**src/rtl/stepdown_pkg.sv**
```systemverilog
// stepdown_pkg: shared FSM state encoding, default parameter values and a
// small decode helper for the step-down PWM sequencer.
package stepdown_pkg;

  typedef enum logic [2:0] {
    ST_IDLE  = 3'd0,
    ST_SET   = 3'd1,
    ST_BLANK = 3'd2,
    ST_ON    = 3'd3,
    ST_OFF   = 3'd4,
    ST_FAULT = 3'd5
  } state_t;

  localparam int DEF_CNT_W    = 8;
  localparam int DEF_PERIOD   = 200;
  localparam int DEF_BLANK    = 6;
  localparam int DEF_TON_MIN  = 10;
  localparam int DEF_TON_MAX  = 180;
  localparam int DEF_TOFF_MIN = 8;

  // The latch reset line is held in every state where the switch must be off.
  function automatic logic st_holds_reset(input state_t st);
    return (st == ST_IDLE) || (st == ST_OFF) || (st == ST_FAULT);
  endfunction

endpackage

```
**src/rtl/stepdown_sync2.sv**
```systemverilog
// stepdown_sync2: two-flop synchronizer for asynchronous single-bit inputs.
// Output lags the input by two rising edges of clk; both flops clear on reset.
module stepdown_sync2 (
  input  logic clk,
  input  logic rstb,
  input  logic d,
  output logic q
);

  logic r_meta;
  logic r_sync;

  // Shift the asynchronous input through two flops.
  always_ff @(posedge clk or negedge rstb) begin
    if (!rstb) begin
      r_meta <= 1'b0;
      r_sync <= 1'b0;
    end else begin
      r_meta <= d;
      r_sync <= r_meta;
    end
  end

  assign q = r_sync;

endmodule

```
**src/rtl/stepdown_pwm_seq.sv**
```systemverilog
// stepdown_pwm_seq: peak-current-mode PWM sequencer driving an external SR
// latch (s / r / rb). One set per switching period at pcnt==0, leading-edge
// blanking, min/max on-time, min off-time and a latched overcurrent fault.
// Optional feature macro: STEPDOWN_SKIP_EN adds a synchronized 'skip' input
// that suppresses the set of a period (light-load pulse skipping).
// Handshake note: there is no valid/ready traffic here; en is a level-sensitive
// synchronous enable and comp/ocp/skip are asynchronous levels that are only
// acted upon after the two-flop synchronizers.
module stepdown_pwm_seq
  import stepdown_pkg::*;
#(
  parameter int CNT_W    = DEF_CNT_W,
  parameter int PERIOD   = DEF_PERIOD,
  parameter int BLANK    = DEF_BLANK,
  parameter int TON_MIN  = DEF_TON_MIN,
  parameter int TON_MAX  = DEF_TON_MAX,
  parameter int TOFF_MIN = DEF_TOFF_MIN
) (
  input  logic       clk,
  input  logic       rstb,
  input  logic       en,
  input  logic       comp,
  input  logic       ocp,
`ifdef STEPDOWN_SKIP_EN
  input  logic       skip,
`endif
  output logic       s,
  output logic       r,
  output logic       rb,
  output logic       fault,
  output logic       cyc_start,
  output logic [2:0] dbg_state
);

  localparam logic [CNT_W-1:0] LP_PERIOD_M1 = CNT_W'(PERIOD - 1);
  localparam logic [CNT_W-1:0] LP_BLANK     = CNT_W'(BLANK);
  localparam logic [CNT_W-1:0] LP_TON_MIN   = CNT_W'(TON_MIN);
  localparam logic [CNT_W-1:0] LP_TON_MAX_M1 = CNT_W'(TON_MAX - 1);
  localparam logic [CNT_W-1:0] LP_TOFF_MIN  = CNT_W'(TOFF_MIN);
  localparam logic [CNT_W-1:0] LP_ONE       = CNT_W'(1);

  state_t           r_state;
  state_t           w_next;
  logic [CNT_W-1:0] r_pcnt;
  logic [CNT_W-1:0] r_ton;
  logic [CNT_W-1:0] r_toff;

  logic w_comp_s;
  logic w_ocp_s;
  logic w_skip_gate;

  logic w_s_d;
  logic w_r_d;
  logic w_fault_d;

  logic r_s;
  logic r_r;
  logic r_rb;
  logic r_fault;
  logic r_cyc_start;

  stepdown_sync2 u_sync_comp (
    .clk  (clk),
    .rstb (rstb),
    .d    (comp),
    .q    (w_comp_s)
  );

  stepdown_sync2 u_sync_ocp (
    .clk  (clk),
    .rstb (rstb),
    .d    (ocp),
    .q    (w_ocp_s)
  );

`ifdef STEPDOWN_SKIP_EN
  logic w_skip_s;

  stepdown_sync2 u_sync_skip (
    .clk  (clk),
    .rstb (rstb),
    .d    (skip),
    .q    (w_skip_s)
  );

  assign w_skip_gate = w_skip_s;
`else
  assign w_skip_gate = 1'b0;
`endif

  // State register.
  always_ff @(posedge clk or negedge rstb) begin
    if (!rstb) begin
      r_state <= ST_IDLE;
    end else begin
      r_state <= w_next;
    end
  end

  // Next-state logic; a synchronized overcurrent overrides everything else.
  always_comb begin
    w_next = r_state;
    if (w_ocp_s) begin
      w_next = ST_FAULT;
    end else if (r_state == ST_FAULT) begin
      if (!en) w_next = ST_IDLE;
    end else if (!en) begin
      w_next = ST_IDLE;
    end else begin
      case (r_state)
        ST_IDLE:  w_next = ST_OFF;
        ST_OFF:   if ((r_pcnt == '0) && (r_toff >= LP_TOFF_MIN) && !w_skip_gate)
                    w_next = ST_SET;
        ST_SET:   w_next = ST_BLANK;
        ST_BLANK: if (r_ton == LP_BLANK) w_next = ST_ON;
        ST_ON:    if ((w_comp_s && (r_ton >= LP_TON_MIN)) || (r_ton == LP_TON_MAX_M1))
                    w_next = ST_OFF;
        default:  w_next = ST_IDLE;
      endcase
    end
  end

  // Output decode from the upcoming state so registered outputs line up with it.
  always_comb begin
    w_s_d     = (w_next == ST_SET);
    w_r_d     = st_holds_reset(w_next);
    w_fault_d = (w_next == ST_FAULT);
  end

  // Output registers; reset forces the latch reset line high immediately.
  always_ff @(posedge clk or negedge rstb) begin
    if (!rstb) begin
      r_s         <= 1'b0;
      r_r         <= 1'b1;
      r_rb        <= 1'b0;
      r_fault     <= 1'b0;
      r_cyc_start <= 1'b0;
    end else begin
      r_s         <= w_s_d;
      r_r         <= w_r_d;
      r_rb        <= ~w_r_d;
      r_fault     <= w_fault_d;
      r_cyc_start <= w_s_d;
    end
  end

  // Period, on-time and off-time counters.
  always_ff @(posedge clk or negedge rstb) begin
    if (!rstb) begin
      r_pcnt <= '0;
      r_ton  <= '0;
      r_toff <= '0;
    end else begin
      if (!en || (r_state == ST_FAULT)) begin
        r_pcnt <= '0;
      end else if (r_pcnt == LP_PERIOD_M1) begin
        r_pcnt <= '0;
      end else begin
        r_pcnt <= r_pcnt + LP_ONE;
      end

      // On-time is 0 in SET and counts up through BLANK and ON.
      if ((w_next == ST_BLANK) || (w_next == ST_ON)) begin
        r_ton <= r_ton + LP_ONE;
      end else begin
        r_ton <= '0;
      end

      // Off-time counts clocks spent in OFF, saturating.
      if (r_state == ST_OFF) begin
        if (r_toff != '1) r_toff <= r_toff + LP_ONE;
      end else begin
        r_toff <= '0;
      end
    end
  end

  assign s         = r_s;
  assign r         = r_r;
  assign rb        = r_rb;
  assign fault     = r_fault;
  assign cyc_start = r_cyc_start;
  assign dbg_state = r_state;

endmodule
```
**config.mk**
```make
export PLATFORM = sky130hd
export DESIGN_NAME = stepdown_pwm_seq
export DESIGN_NICKNAME = d
export VERILOG_FILES = /design/src/rtl/stepdown_pkg.sv /design/src/rtl/stepdown_sync2.sv /design/src/rtl/stepdown_pwm_seq.sv
export SDC_FILE = /design/constraint.sdc
export NUM_CORES = 1
export LEC_CHECK = 0
export CAP_MARGIN = 20
export CORE_MARGIN = 3
export CORE_UTILIZATION = 55
export CTS_CLUSTER_SIZE = 20
export DETAILED_ROUTE_END_ITERATION = 7
export MAX_ROUTING_LAYER = met4
export PLACE_DENSITY_LB_ADDON = 0.2
export SYNTH_ARGS = -nofsm -noshare
export SYNTH_HDL_FRONTEND = slang
export SYNTH_SLANG_ARGS = --single-unit
```
**constraint.sdc**
```tcl
create_clock -name clk -period 4.5 [get_ports clk]
set_input_delay 1.35 -clock clk [delete_from_list [all_inputs] [get_ports clk]]
set_output_delay 1.35 -clock clk [all_outputs]
set_load 0.02 [all_outputs]
```
Word-level counts from Yosys, hierarchy flattened
Index checks and enable logic that the tools add are counted.
Storage, ports and cells
  output and inout bits: 8
  bits of input ports: 5
  bits in registers: 35
  word-level logic and storage cells: 57
Cells by class
  order comparisons: 2
  bitwise gates (word level): 1
  add/sub/neg operators: 3
  equal/unequal tests: 15
  reduce and logical (&&, ||, !) cells: 11
  muxes and demuxes: 13
Operators by type and width (number)
  two-way mux 8 bit: 5
  adder 8 x 1 -> 8 bit, second input constant: 3
  two-way mux 3 bit: 7
  equality test 8 bit, second input constant: 2
  >= comparator 8 x 4 -> 1 bit, second input constant: 2
  one-hot mux 3 bit (5 select lines): 1
  equality test 3 x 2 -> 1 bit, second input constant: 4
  equality test 3 bit, second input constant: 4
  equality test 8 x 3 -> 1 bit, second input constant: 1
  logical NOT 8 bit: 1
  != test 8 bit, second input constant: 1
  equality test 3 x 1 -> 1 bit, second input constant: 2
  logical NOT 3 bit: 2
  logical OR 1 bit: 5
  logical AND 1 bit: 2
  != test 2 x 1 -> 1 bit, second input constant: 1
  logical NOT 1 bit: 1
  NOT 1 bit: 1

Depth between registers and ports, before layout
Gate-level depths: netlist of run 1.
  depth in word-level cells: 12
  mapped depth: 8
  depth with buffers taken out: 7

Hierarchy
Synthesis of run 1 repeated with hierarchy kept, for this count alone.
Second synthesis, totals
  cells, all modules: 163
  area, all modules: 1689.1 µm²
By module, submodules not included
  stepdown_pwm_seq: cells an instance 159, area an instance 1589.0 µm², times used 1, seq. area each 777.0 µm²
  stepdown_sync2: cells an instance 2, area an instance 50.0 µm², times used 2, seq. area each 50.0 µm²

Least setup slack after synthesis of run 1
Ideal clock, no wire load.
  path type: input port to flip-flop
  from: input en
  to: register r_ton[2]
  arrival time: 1.903 ns
  setup time: 0.071 ns
  data required time: 4.429 ns
  cell stages on the path: 4
  setup slack: 2.525 ns
  path buffers: 1
  path through: nor4b_1 > nand2_1 > buf_2 > nor2_1
Between the ends
  longest elaborated chain between the ends: 6
  elaborated cells between the ends (all ways): 8
  classes of those cells: 2 x eq/ne; 5 x mux; 1 x reduce/logical
RTL lines
  from (decl): line stepdown_pwm_seq.sv:21  | input logic en,
  two-way mux 3 bit, on equally long branches: line stepdown_pwm_seq.sv:107, stepdown_pwm_seq.sv:106
  two-way mux 3 bit (*): line stepdown_pwm_seq.sv:105  | end else if (r_state == ST_FAULT) begin
  two-way mux 3 bit (*): line stepdown_pwm_seq.sv:103  | if (w_ocp_s) begin
  equality test 3 x 2 -> 1 bit: line stepdown_pwm_seq.sv:163  | if ((w_next == ST_BLANK) || (w_next == ST_ON)) begin
  logical OR 1 bit (*): line stepdown_pwm_seq.sv:163
  two-way mux 8 bit (*): line stepdown_pwm_seq.sv:163
  to (signal assigned): line stepdown_pwm_seq.sv:164  | r_ton <= r_ton + LP_ONE;
  to (decl): line stepdown_pwm_seq.sv:45  | logic [CNT_W-1:0] r_ton;
Every way passes the cells marked *; elsewhere a longest branch is shown, timed or not.
A chain may end at the register's enable or synchronous reset.

Worst setup path in the final report of run 1
  from: register r_state[2] (netlist: dbg_state[2])
  to: output dbg_state[2]
RTL lines
  from (decl): line stepdown_pwm_seq.sv:42  | state_t r_state;
  from (signal assigned): line stepdown_pwm_seq.sv:96  | r_state <= w_next;
  to (decl): line stepdown_pwm_seq.sv:32  | output logic [2:0] dbg_state
No word-level cell between the ends.

==> results by group, run 1 <==
Yosys
  • Post-Synthesis Cells: 163
  • Mux share of post-synthesis cell area: less than 1%
  • Main area contributors after synthesis: dfrtp_1, nor2_1, xnor2_1
  • Yosys top cell area share: roughly half
  • Synth Area in XOR/XNOR: under 10%
  • Post-Syn Nets: between 150 and 200
  • Adder-Cell Fraction of Synth Area: approximately 4.5%
  • Most area-hungry cell type in the Yosys netlist: dfrtp_1
  • Post-synth cell types: 37
  • Synth Area in Compound Gates: 6.85%
  • Avg Cell Area, Syn: 10.2 um^2
  • Largest family of logic cells by synthesized area: simple AND/OR/NAND/NOR gates
  • Part of the Yosys area used for sequential elements: 52.7%
  • Simple-gate share of the synthesized area: about a quarter
  • Yosys warns: 0
  • Mapped cell area: around 1700 um^2
  • Synth Register Bits: 35

Power and ir drop
  • Overall power: around 650 uW
  • P_leak: roughly 0.00085 uW
  • Pwr dens: 342 nW/um^2
  • IR Drop Worst-Case VDD: ~0.00028 V

Hold path
  • Hold Path Sink: u_sync_comp.q
  • Worst hold stages: 0
  • Worst min-delay path startpoint: u_sync_comp.r_meta
  • Worst Hold Class: flop to flop

Final layout
  • Finished Core Util: 67.6%
  • Fillers: between 200 and 250
  • Seq. cell area: 877 um^2
  • Diode count: 0
  • Layout net count: around 190
  • Layout cell share with drive strength beyond 1: 6.08%
  • Area of the multi-input gates: around 740 um^2
  • P&R area growth vs syn: 15.0%

Global routing
  • GRT Overall Usage: 18.7%
  • Antenna violations before repair: 0
  • Congestion Overflow GR: 0
  • Pin count of the biggest net entering global routing: 36
  • Vias in the first global route: 1119
  • First-pass GRT wire length: 4800 um

Detailed routing
  • Antenna Violating Nets Remaining: 0
  • Iteration-0 DRC Markers: 54
  • Pre-antenna DRT Iters: 4
  • Detailed-route via count: 1182
  • WL final: between 2000 and 3000 um
  • Drt wl/cell: around 14 um
  • Remaining DRCs: 0
  • DR vias/cell: between 5 and 6

Setup path
  • CP max stage delay: 660 ps
  • Worst path buffer plus inverter count: 1
  • CP max FO: 9
  • Cell count of the worst reg-to-reg path: 5
  • Critical path, cell by cell: clkdlybuf4s50_1
  • Reg2reg end: r_toff[3]
  • Crit. End Element: output port
  • R2R Path Start: dbg_state[2]
  • WP data arrival: between 1500 and 2000 ps
  • CP Data Required Time: between 3000 and 4000 ps
  • Setup Crit Path Kind: flop to output port
  • Worst-path cell with the longest stage delay: clkdlybuf4s50_1
  • Top cell family by delay on the critical path: buffers and inverters
  • R2R Setup Slk: roughly 2500 ps
  • Crit path launch type: flop

Floorplan
  • Die area: 3720 um^2
  • I/O pins: 13
  • Die X: just over 60 um
  • Core Area: roughly 2800 um^2
  • Initial Util: about three fifths
  • Die Y-Extent: slightly above 60 um
  • Cell row count: 19

Flow run
  • Max cap viols: 0

Timing
  • Max Fclk: about 0.35 GHz
  • Setup TNS: 0 ps
  • RSZ-0062 raised after global routing: false
  • Fin. Hold Viols: 0
  • Max Clock Skew: about 4.4 ps
  • Worst-margin pin slew: around 430 ps
  • Finish-stage setup viols: 0
  • Final Slew Violations: 0
  • Crit share post-route: around 64%
  • Hold Slack: ~360 ps
  • Slew HR: roughly 70%
  • Period minus WS final: roughly 2900 ps

Clock network
  • Clk sinks: 35
  • Root buf cell: clkbuf_4
  • Clk slew on worst S/H paths: roughly 100 ps
  • TritonCTS Buffers: 5
  • Number of setup buffers added after CTS: 0
  • H-tree levels: 2
  • Hold buffer count at cts: 0
  • Cts repair resizes: 0
  • Worst-case clock buffer depth: 2
  • Clk_lat worst skew: 340 ps
  • CTS tree: done

Placement
  • Placer Congestion: 0.824
  • Dpl hpwl: 2090 um
  • I/O Buffers: 12

Run status
  • Status: completed
-- worst register-to-register path, delay by kind of cell, from the launching register on --
| kind | cells | cell delay (ps) |
|---|---|---|
| xor+xnor | 1 | 170 |
| flops | 1 | 510 |
| simple gates | 4 | 1190 |
-- state kept, by name (all words and copies together) (netlist names) --
signal              flops
u_sync_comp.q           1
rb                      1
u_sync_ocp.r_meta       1
u_sync_ocp.q            1
r_toff                  8
dbg_state               3
r_pcnt                  8
fault                   1
r                       1
r_ton                   8
u_sync_comp.r_meta      1
cyc_start               1
-- cells in the final DEF, fill, tap and decap left out, types with 2 or more instances in the layout --
cell             instances
o21ai_0                  6
nor2_1                  28
ha_1                     6
inv_1                    8
nand2b_1                 3
xnor2_1                  9
nor2b_1                  3
and3_1                   5
nor4b_1                  3
xor2_1                   7
a21oi_1                  3
bufinv_16                2
nand3_1                 10
nor3_1                   3
nand2_1                 12
clkdlybuf4s50_1         12
clkbuf_4                 5
dfrtp_1                 34
-- area by class of cell --
cell class | instances | area share (%)
timing repair buffer | 13 | 6.67
sequential | 35 | 45.8
inverter | 8 | 1.57
clock inverter | 2 | 3.14
multi-input combinational | 117 | 38.6
tap | 31 | 2.03
clock buffer | 6 | 2.16
-- power by group --
part	leakage [uW]	switching (uW)	internal, uW	total, uW
logic	0.000332	28.3	19.6	47.8
clock network	0.0000525	101	173	274
registers	0.000465	8.42	323	332
-- how the worst max path moves through the flow --
stage                       from           end  cells after the start
floorplan                     en      r_ton[2]                      4
global placement              en     cyc_start                      4
detailed placement            en     cyc_start                      4
CTS                 dbg_state[2]  dbg_state[2]                      1
global route        dbg_state[2]  dbg_state[2]                      1
finish              dbg_state[2]  dbg_state[2]                      1
-- metrics by stage --
stage          cells  setup WS, ps  area [um^2]
3_3_place_gp     204          1750         1810
3_5_place_dp     204          1720         1810
5_1_grt          212          1570         1910
4_1_cts          212          1630         1910
6_report         212          1640         1910
2_1_floorplan    163          2530         1660
-- synthesized netlist by cell type, drive strengths merged --
cell / n
nor4b: 3
nor3b: 1
dfstp: 1
and2: 1
a31o: 1
and3b: 1
nor2: 28
or4b: 1
o211ai: 1
o211a: 1
xor2: 7
nor4: 2
o21ai: 6
inv: 8
nand2: 12
nor3: 3
o21a: 1
dfrtp: 34
mux2i: 1
nand4: 1
or3b: 1
a21boi: 1
a21oi: 3
nand3: 10
or3: 1
o41ai: 1
and3: 5
a41o: 1
nand2b: 3
buf: 3
xnor2: 9
nor2b: 3
ha: 6
o311ai: 1
or4: 1
-- cell families (layout without fill, tap and decap cells) --
group | after synthesis | in the layout
buf+inv | 11 | 29
mux | 1 | 1
fa+ha+maj | 6 | 6
xor+xnor | 16 | 16
simple gates | 77 | 77
compound gates | 17 | 17
flops | 35 | 35
-- layer usage --
layer	GRT usage [%]	vias up	share of wire [%]
met4	8.36	0	2.2
li1	-	581	-
met5	-	-	0
met1	21.9	577	45
met3	5.11	7	3.3
met2	29.9	17	49
No activity file was read; power rests on OpenSTA's default activity.
==> run 2, diff against run 1 <==
- clock period: 4.5 -> 3 ns (I/O delays scaled with it)
==> results of run 2 <==
Same layout as run 1 (identical final DEF). Status: completed.
Main changes from that run: setup slack after placement 1720 ps -> 666 ps; setup slack after layout 1640 ps -> 591 ps; register-to-register setup slack 2510 ps -> 1010 ps; total power 654 uW -> 980 uW; worst IR drop on VDD 0.000282 V -> 0.000423 V
==> run 3, diff against run 2 <==
- clock period: 3 -> 2.5 ns (I/O delays scaled with it)
==> results by group, run 3 (synthesis results as in run 1) <==
Run status
  • Status: completed

Setup path
  • R2R Path Start: dbg_state[2]
  • Crit path launch type: flop
  • CP max FO: 9
  • Crit. End Element: output port
  • Critical path, cell by cell: clkdlybuf4s50_1
  • Cell count of the worst reg-to-reg path: 5
  • Worst-path cell with the longest stage delay: clkdlybuf4s50_1
  • CP max stage delay: roughly 660 ps
  • Top cell family by delay on the critical path: buffers and inverters
  • Worst path buffer plus inverter count: 1
  • Setup Crit Path Kind: flop to output port
  • WP data arrival: between 1500 and 2000 ps
  • CP Data Required Time: approximately 1800 ps
  • Reg2reg end: r_toff[3]
  • R2R Setup Slk: roughly 500 ps

Power and ir drop
  • IR Drop Worst-Case VDD: a little under 0.0004 V
  • P_leak: roughly 0.00085 uW
  • Overall power: 1180 uW
  • Pwr dens: around 620 nW/um^2

Detailed routing
  • Pre-antenna DRT Iters: 5
  • Detailed-route via count: between 1000 and 1500
  • WL final: ~2900 um
  • Iteration-0 DRC Markers: 44
  • Remaining DRCs: 0
  • DR vias/cell: around 5.6
  • Antenna Violating Nets Remaining: 0
  • Drt wl/cell: between 10 and 15 um

Clock network
  • Clk sinks: 35
  • Root buf cell: clkbuf_4
  • TritonCTS Buffers: 5
  • Worst-case clock buffer depth: 2
  • Number of setup buffers added after CTS: 0
  • CTS tree: done
  • Clk_lat worst skew: between 300 and 400 ps
  • Hold buffer count at cts: 0
  • Clk slew on worst S/H paths: about 100 ps
  • Cts repair resizes: 0
  • H-tree levels: 2

Timing
  • Setup TNS: 0 ps
  • Worst-margin pin slew: between 400 and 500 ps
  • Crit share post-route: 90.5%
  • Final Slew Violations: 0
  • Max Clock Skew: just under 9 ps
  • Period minus WS final: 2260 ps
  • Slew HR: a little under three quarters
  • Finish-stage setup viols: 0
  • RSZ-0062 raised after global routing: false
  • Max Fclk: between 0.4 and 0.5 GHz
  • Fin. Hold Viols: 0

Floorplan
  • Cell row count: 19
  • Initial Util: 58.8%
  • I/O pins: 13
  • Die X: around 61 um
  • Die area: approximately 3700 um^2
  • Die Y-Extent: 61.0 um
  • Core Area: around 2800 um^2

Global routing
  • Congestion Overflow GR: 0
  • Vias in the first global route: ~1200
  • GRT Overall Usage: between 15 and 20%
  • First-pass GRT wire length: between 4000 and 5000 um
  • Antenna violations before repair: 0
  • Pin count of the biggest net entering global routing: 36

Hold path
  • Hold Path Sink: u_sync_comp.q
  • Worst hold stages: 0
  • Worst min-delay path startpoint: u_sync_comp.r_meta
  • Worst Hold Class: flop to flop

Placement
  • Dpl hpwl: 2130 um
  • Placer Congestion: about 0.83
  • I/O Buffers: 12

Final layout
  • Diode count: 0
  • Layout cell share with drive strength beyond 1: under 10%
  • Layout net count: between 150 and 200
  • Most frequent cells in the layout: dfrtp_1, nor2_1, nand2_1, clkdlybuf4s50_1, nand3_1
  • Commonest non-fill, non-tap cell in the layout: dfrtp_1
  • P&R area growth vs syn: 15.0%
  • Biggest regs: r_pcnt (8), r_toff (8), r_ton (8)

Flow run
  • Max cap viols: 0
==> run 3: cell counts in the layout (fill, tap and decap cells not counted) <==
Identical to the previous run, type by type.
==> run 3: routing by layer <==
layer  GRT usage, %  wire, um  vias up
met2           31.0      1490       22
li1               -         -      586
met5              -         0        -
met4           8.36        61        0
met1           22.4      1250      568
met3           5.53       120        9
==> run 3: area by class of cell <==
class | instances | area, um^2
fill | 214 | 916
sequential | 35 | 877
multi-input combinational | 117 | 738
timing repair buffer | 13 | 128
clock inverter | 2 | 60.1
clock buffer | 6 | 41.3
tap | 31 | 38.8
inverter | 8 | 30.0
==> run 3: how the worst max path moves through the flow <==
| stage | slack, ps | cells past startpoint | from | endpoint |
|---|---|---|---|---|
| after floorplan | 690 | 6 | dbg_state[2] | r_toff[2] |
| after global placement | 360 | 4 | en | cyc_start |
| after detailed placement | 310 | 4 | en | cyc_start |
| after CTS | 250 | 1 | dbg_state[2] | dbg_state[2] |
| after global routing | 200 | 1 | dbg_state[2] | dbg_state[2] |
| final | 240 | 1 | dbg_state[2] | dbg_state[2] |
==> run 3: stage by stage <==
| step | cells | hold WS (ps) | cell area, um^2 | utilization, % | setup slack (ps) |
|---|---|---|---|---|---|
| 6_report | 212 | 357 | 1910 | 67.6 | 237 |
| 3_5_place_dp | 204 | 335 | 1810 | 64.0 | 310 |
| 3_3_place_gp | 204 | 332 | 1810 | 64.0 | 356 |
| 5_1_grt | 212 | 370 | 1910 | 67.6 | 198 |
| 2_1_floorplan | 163 | 331 | 1660 | - | 691 |
| 4_1_cts | 212 | 359 | 1910 | 67.6 | 248 |
==> run 3: power breakdown <==
group	switching, uW	total, uW	leakage (uW)	internal [uW]
combinational	49.3	84.3	0.000332	35.0
clock	186	498	0.0000525	312
sequential	15.6	597	0.000465	582
total	251	1180	0.000849	929
